===== config.mk =====
export PLATFORM = sky130hd
export DESIGN_NAME = mem_access_stage
export DESIGN_NICKNAME = d
export VERILOG_FILES = /design/src/rtl/rsc_pkg.sv /design/src/rtl/mem_wb_reg.sv /design/src/rtl/mem_access_stage.sv
export SDC_FILE = /design/constraint.sdc
export NUM_CORES = 1
export LEC_CHECK = 0
export ABC_AREA = 1
export BUFFER_PORTS_ARGS = -buffer_cell sky130_fd_sc_hd__buf_4
export CORE_MARGIN = 2
export CORE_UTILIZATION = 38
export DETAILED_ROUTE_END_ITERATION = 8
export GPL_TIMING_DRIVEN = 0
export HOLD_SLACK_MARGIN = 0.03
export PLACE_DENSITY_LB_ADDON = 0.2
export SETUP_SLACK_MARGIN = 0.1
export SLEW_MARGIN = 10
export SYNTH_ARGS = -nofsm -noshare
export SYNTH_HDL_FRONTEND = slang
export SYNTH_SLANG_ARGS = --single-unit

===== constraint.sdc =====
create_clock -name clk -period 1.2 [get_ports clk]
set_clock_uncertainty 0.05 [all_clocks]
set_input_delay 0.24 -clock clk [delete_from_list [all_inputs] [get_ports clk]]
set_output_delay 0.24 -clock clk [all_outputs]
set_load 0.03 [all_outputs]

===== src/rtl/rsc_pkg.sv =====
// rtl/rsc_pkg.sv - shared widths and state type for the memory-access stage
package rsc_pkg;

  localparam int DATA_W = 16;
  localparam int ADDR_W = 4;
  localparam int REG_W  = 3;

  typedef enum logic {
    IDLE      = 1'b0,
    LOAD_WAIT = 1'b1
  } state_t;

endpackage


===== src/rtl/mem_wb_reg.sv =====
// rtl/mem_wb_reg.sv - writeback pipeline register; wb_valid is a one-cycle pulse per load
module mem_wb_reg #(
  parameter int DATA_W = 16,
  parameter int REG_W  = 3
) (
  input  logic              clk,
  input  logic              rst_n,
  input  logic              load,
  input  logic [REG_W-1:0]  in_rd,
  input  logic [DATA_W-1:0] in_data,
  input  logic              in_reg_write,
  output logic              wb_valid,
  output logic [REG_W-1:0]  wb_rd,
  output logic [DATA_W-1:0] wb_data,
  output logic              wb_reg_write
);

  // Payload holds when idle; only the valid flag drops back to zero.
  always_ff @(posedge clk or negedge rst_n) begin
    if (!rst_n) begin
      wb_valid     <= 1'b0;
      wb_rd        <= '0;
      wb_data      <= '0;
      wb_reg_write <= 1'b0;
    end else if (load) begin
      wb_valid     <= 1'b1;
      wb_rd        <= in_rd;
      wb_data      <= in_data;
      wb_reg_write <= in_reg_write;
    end else begin
      wb_valid     <= 1'b0;
    end
  end

endmodule


===== src/rtl/mem_access_stage.sv =====
// rtl/mem_access_stage.sv - memory-access stage between execute and writeback
module mem_access_stage #(
  parameter int DATA_W = rsc_pkg::DATA_W,
  parameter int ADDR_W = rsc_pkg::ADDR_W,
  parameter int REG_W  = rsc_pkg::REG_W
) (
  input  logic              clk,
  input  logic              rst_n,
  input  logic              ex_valid,
  output logic              ex_ready,
  input  logic              ex_is_load,
  input  logic              ex_is_store,
  input  logic [ADDR_W-1:0] ex_addr,
  input  logic [DATA_W-1:0] ex_store_data,
  input  logic [DATA_W-1:0] ex_alu_result,
  input  logic [REG_W-1:0]  ex_rd,
  input  logic              ex_reg_write,
  output logic              mem_write,
  output logic              mem_read,
  output logic [ADDR_W-1:0] mem_wrAddr,
  output logic [ADDR_W-1:0] mem_rdAddr,
  output logic [DATA_W-1:0] mem_data_in,
  input  logic [DATA_W-1:0] mem_data_out,
  output logic              wb_valid,
  output logic [REG_W-1:0]  wb_rd,
  output logic [DATA_W-1:0] wb_data,
  output logic              wb_reg_write,
  output logic              err
);

  import rsc_pkg::*;

  state_t             state;
  logic               accept;
  logic               do_store;
  logic               do_load;
  logic [REG_W-1:0]   ld_rd;
  logic               ld_reg_write;
  logic               wb_load;
  logic [REG_W-1:0]   wb_in_rd;
  logic [DATA_W-1:0]  wb_in_data;
  logic               wb_in_reg_write;

  assign ex_ready = (state == IDLE);
  assign accept   = ex_valid & ex_ready;
  // A store wins when both flags are set; the load half is dropped.
  assign do_store = accept & ex_is_store;
  assign do_load  = accept & ex_is_load & ~ex_is_store;

  // Strobes are gated by rst_n so the memory sees no access during reset.
  assign mem_write   = do_store & rst_n;
  assign mem_read    = do_load & rst_n;
  assign mem_wrAddr  = mem_write ? ex_addr : '0;
  assign mem_data_in = mem_write ? ex_store_data : '0;
  assign mem_rdAddr  = mem_read ? ex_addr : '0;

  always_comb begin
    wb_load         = 1'b0;
    wb_in_rd        = ex_rd;
    wb_in_data      = ex_alu_result;
    wb_in_reg_write = ex_reg_write;
    if (state == LOAD_WAIT) begin
      wb_load         = 1'b1;
      wb_in_rd        = ld_rd;
      wb_in_data      = mem_data_out;
      wb_in_reg_write = ld_reg_write;
    end else if (accept && !do_load) begin
      wb_load = 1'b1;
      if (ex_is_store) begin
        wb_in_reg_write = 1'b0;
      end
    end
  end

  always_ff @(posedge clk or negedge rst_n) begin
    if (!rst_n) begin
      state        <= IDLE;
      ld_rd        <= '0;
      ld_reg_write <= 1'b0;
      err          <= 1'b0;
    end else begin
      case (state)
        IDLE: begin
          if (do_load) begin
            state        <= LOAD_WAIT;
            ld_rd        <= ex_rd;
            ld_reg_write <= ex_reg_write;
          end
        end
        LOAD_WAIT: begin
          state <= IDLE;
        end
      endcase
      if (accept && ex_is_load && ex_is_store) begin
        err <= 1'b1;
      end
    end
  end

  mem_wb_reg #(
    .DATA_W(DATA_W),
    .REG_W (REG_W)
  ) u_wb_reg (
    .clk         (clk),
    .rst_n       (rst_n),
    .load        (wb_load),
    .in_rd       (wb_in_rd),
    .in_data     (wb_in_data),
    .in_reg_write(wb_in_reg_write),
    .wb_valid    (wb_valid),
    .wb_rd       (wb_rd),
    .wb_data     (wb_data),
    .wb_reg_write(wb_reg_write)
  );

endmodule


==> impl_metrics.json <==
{
  "worstHoldPathType": "in -> async",
  "cts_buffers": 3,
  "synth_area_sq_um": 1628,
  "clockRootBuffer": "clkbuf_8",
  "grtUsageTotal": 0.2284,
  "cap_violations": 0,
  "place_congestion": 0.7378,
  "wl_per_cell_um": 15.25,
  "met3_usage": 0.04506,
  "final_cell_mix": "buf_4 (84), nand2_1 (79), buf_6 (60)",
  "nNetsFinal": 441,
  "layout_commonest_cell": "buf_4",
  "drive_above_1_share": 0.6042,
  "synth_nets": 292,
  "grt_pass1_vias": 1951,
  "crit_start": "state$_DFF_PN0_",
  "peakVddDrop_v": 0.0008885,
  "pre_cts_slack_ns": -0.3736,
  "syn_avg_cell_area_sq_um": 7.047,
  "drtAntennaViolNets": 0,
  "regToRegStartpoint": "state$_DFF_PN0_",
  "cts_tree": "built",
  "cp-end-kind": "output port",
  "stdcell_area_sq_um": 3515,
  "finalHoldViolCount": 27,
  "hpwl_um": 3395,
  "h-tree-depth": 1,
  "clk_latency_ns": 0.26,
  "finalCriticalPeriod_ns": 1.811,
  "die_h_um": 69.45,
  "timing.final.crit_share": 1.510,
  "p_per_area_nw_per_um2": 904.1,
  "grt_setup_unrepaired": "yes",
  "firstDrtPassIters": 4,
  "synth-seq-cells": 27,
  "die_x_um": 69.45,
  "slew_violations": 0,
  "grt_start_max_net_pins": 30,
  "cts_buffer_depth": 2,
  "fmax_mhz": 552.0,
  "timing.final.ws_setup_ns": -0.6115,
  "syn_inst": 231,
  "fin_hold_ws_ns": -0.1536,
  "top_usage_layer": "met2",
  "n_fill_cell": 218,
  "reg2reg_depth": 12,
  "initial_core_util": 0.4012,
  "yosysUniqueCellTypes": 18,
  "multi_input_area_sq_um": 1039,
  "via_count": 2091,
  "core_sq_um": 4058,
  "reg2reg_to": "u_wb_reg.wb_data[0]$_DFFE_PN0P_",
  "tns_ns": -21.49,
  "drtIter0Drc": 60,
  "ys_warn_count": 0,
  "die_area_sq_um": 4823,
  "critPathMaxFanout": 10,
  "crit_type": "reg -> out",
  "drc": 0,
  "grt_overflow": 0,
  "violations": "negative hold slack, negative setup slack",
  "grtUsageMet1": 0.2750,
  "outcome": "finished with violations",
  "critPathArrivalTime_ns": 1.52,
  "met2_usage": 0.4156,
  "critPathLaunchType": "flip-flop",
  "tightest_slew_ns": 0.4327,
  "fin_util": 0.8662,
  "grt_first_pass_wirelength_um": 9121,
  "worstSetupEndpoint": "mem_data_in[10]",
  "routed_wl_um": 6543,
  "synth_area_leaders": "dfrtp_1 (42%), nand2_1 (22%), inv_1 (6.7%)",
  "worst-r2r-setup-slack_ns": -0.45,
  "critPathRequiredTime_ns": 0.91,
  "slew_headroom": 0.7115,
  "rows": 23,
  "synth_top_area_share": 0.4151,
  "viasPerCell": 4.874,
  "insertedDiodeCount": 0,
  "dpl_cell_area_sq_um": 2699,
  "area_delta_synth_final_pct": 115.9,
  "cts_sinks": 27,
  "io_buffers": 109,
  "ff_latch_area_sq_um": 675.6,
  "antenna_found_initial": 0,
  "clk_pin_slew_ns": 0.09,
  "leakagePower_nw": 1.875,
  "ios": 110,
  "yosysSeqAreaShare": 0.4151,
  "synth.largest_area_cell": "dfrtp_1",
  "setup_viol_count_final": 49
}
[cells in the mapped netlist, drive strengths merged]
library cell and instances:
nand2 102, inv 32, dfrtp 27, nor2 27, nand3 21, buf 13
o21ai 8, a31o 1
[per-stage QoR]
step | instances | hold slack, ns | power [W]
floorplan | 231 | -0.1056 | 0.001755
global placement | 390 | 0.1407 | 0.002195
detailed placement | 390 | 0.1408 | 0.002208
CTS | 415 | -0.1434 | 0.002988
global route | 429 | -0.1333 | 0.003339
finish | 429 | -0.1536 | 0.003178
[metal layers]
layer	vias to the layer above	share of wire
li1	980	-
met1	993	0.36
met2	102	0.56
met3	16	0.064
met4	0	0.021
met5	-	0
[power by group]
group	internal, W	switching (W)
Combinational	0.000754	0.000765
Clock	0.000238	0.000271
Sequential	0.00104	0.000107
Total	0.00203	0.00114
[worst min-delay path by stage]
stage / start / end / cells past startpoint
after floorplan: rst_n / err$_DFFE_PN0P_ / 0
final: rst_n / u_wb_reg.wb_data[9]$_DFFE_PN0P_ / 1
after global routing: rst_n / u_wb_reg.wb_valid$_DFF_PN0_ / 1
after detailed placement: rst_n / u_wb_reg.wb_valid$_DFF_PN0_ / 1
after global placement: rst_n / u_wb_reg.wb_valid$_DFF_PN0_ / 1
after CTS: rst_n / u_wb_reg.wb_valid$_DFF_PN0_ / 1
[what timing repair did]
action	CTS	global route
setup buffers	17	14
gates cloned	4	1
pin swaps	5	17
endpoints found under the hold margin	27	27
gates resized for setup	74	45
setup endpoints to repair	68	75
[worst max-delay path: stages (launching register included)]
cell     delay [ns]
dfrtp_1        0.38
buf_6          0.14
inv_4          0.06
nand2_4        0.04
nor2_4         0.10
nand2_4        0.11
buf_12         0.20
nor2_4         0.10
buf_6          0.13
[cell families (layout without fill, tap and decap cells)]
kind of cell,after synthesis,count (layout),synth area share
buffers and inverters,45,193,0.1453
AND/OR/NAND/NOR,150,150,0.4028
AO/OA/AOI/OAI,9,9,0.03690
flip-flops,27,27,0.4151
[cell type report]
type                    count  area share
flip-flops and latches     27      0.1922
well taps                  50     0.01780
clock buffers               4     0.01282
repair buffers            144      0.3937
plain buffers              13     0.04984
multi-input cells         159      0.2955
inverters                  32     0.03809
[sequential cells by signal, summed over array words and instances (netlist names)]
register and count:
err 1, ld_rd 3, ld_reg_write 1, state 1, u_wb_reg.wb_data 16, u_wb_reg.wb_rd 3
u_wb_reg.wb_reg_write 1, u_wb_reg.wb_valid 1
Power figures use the tool's default switching activity.
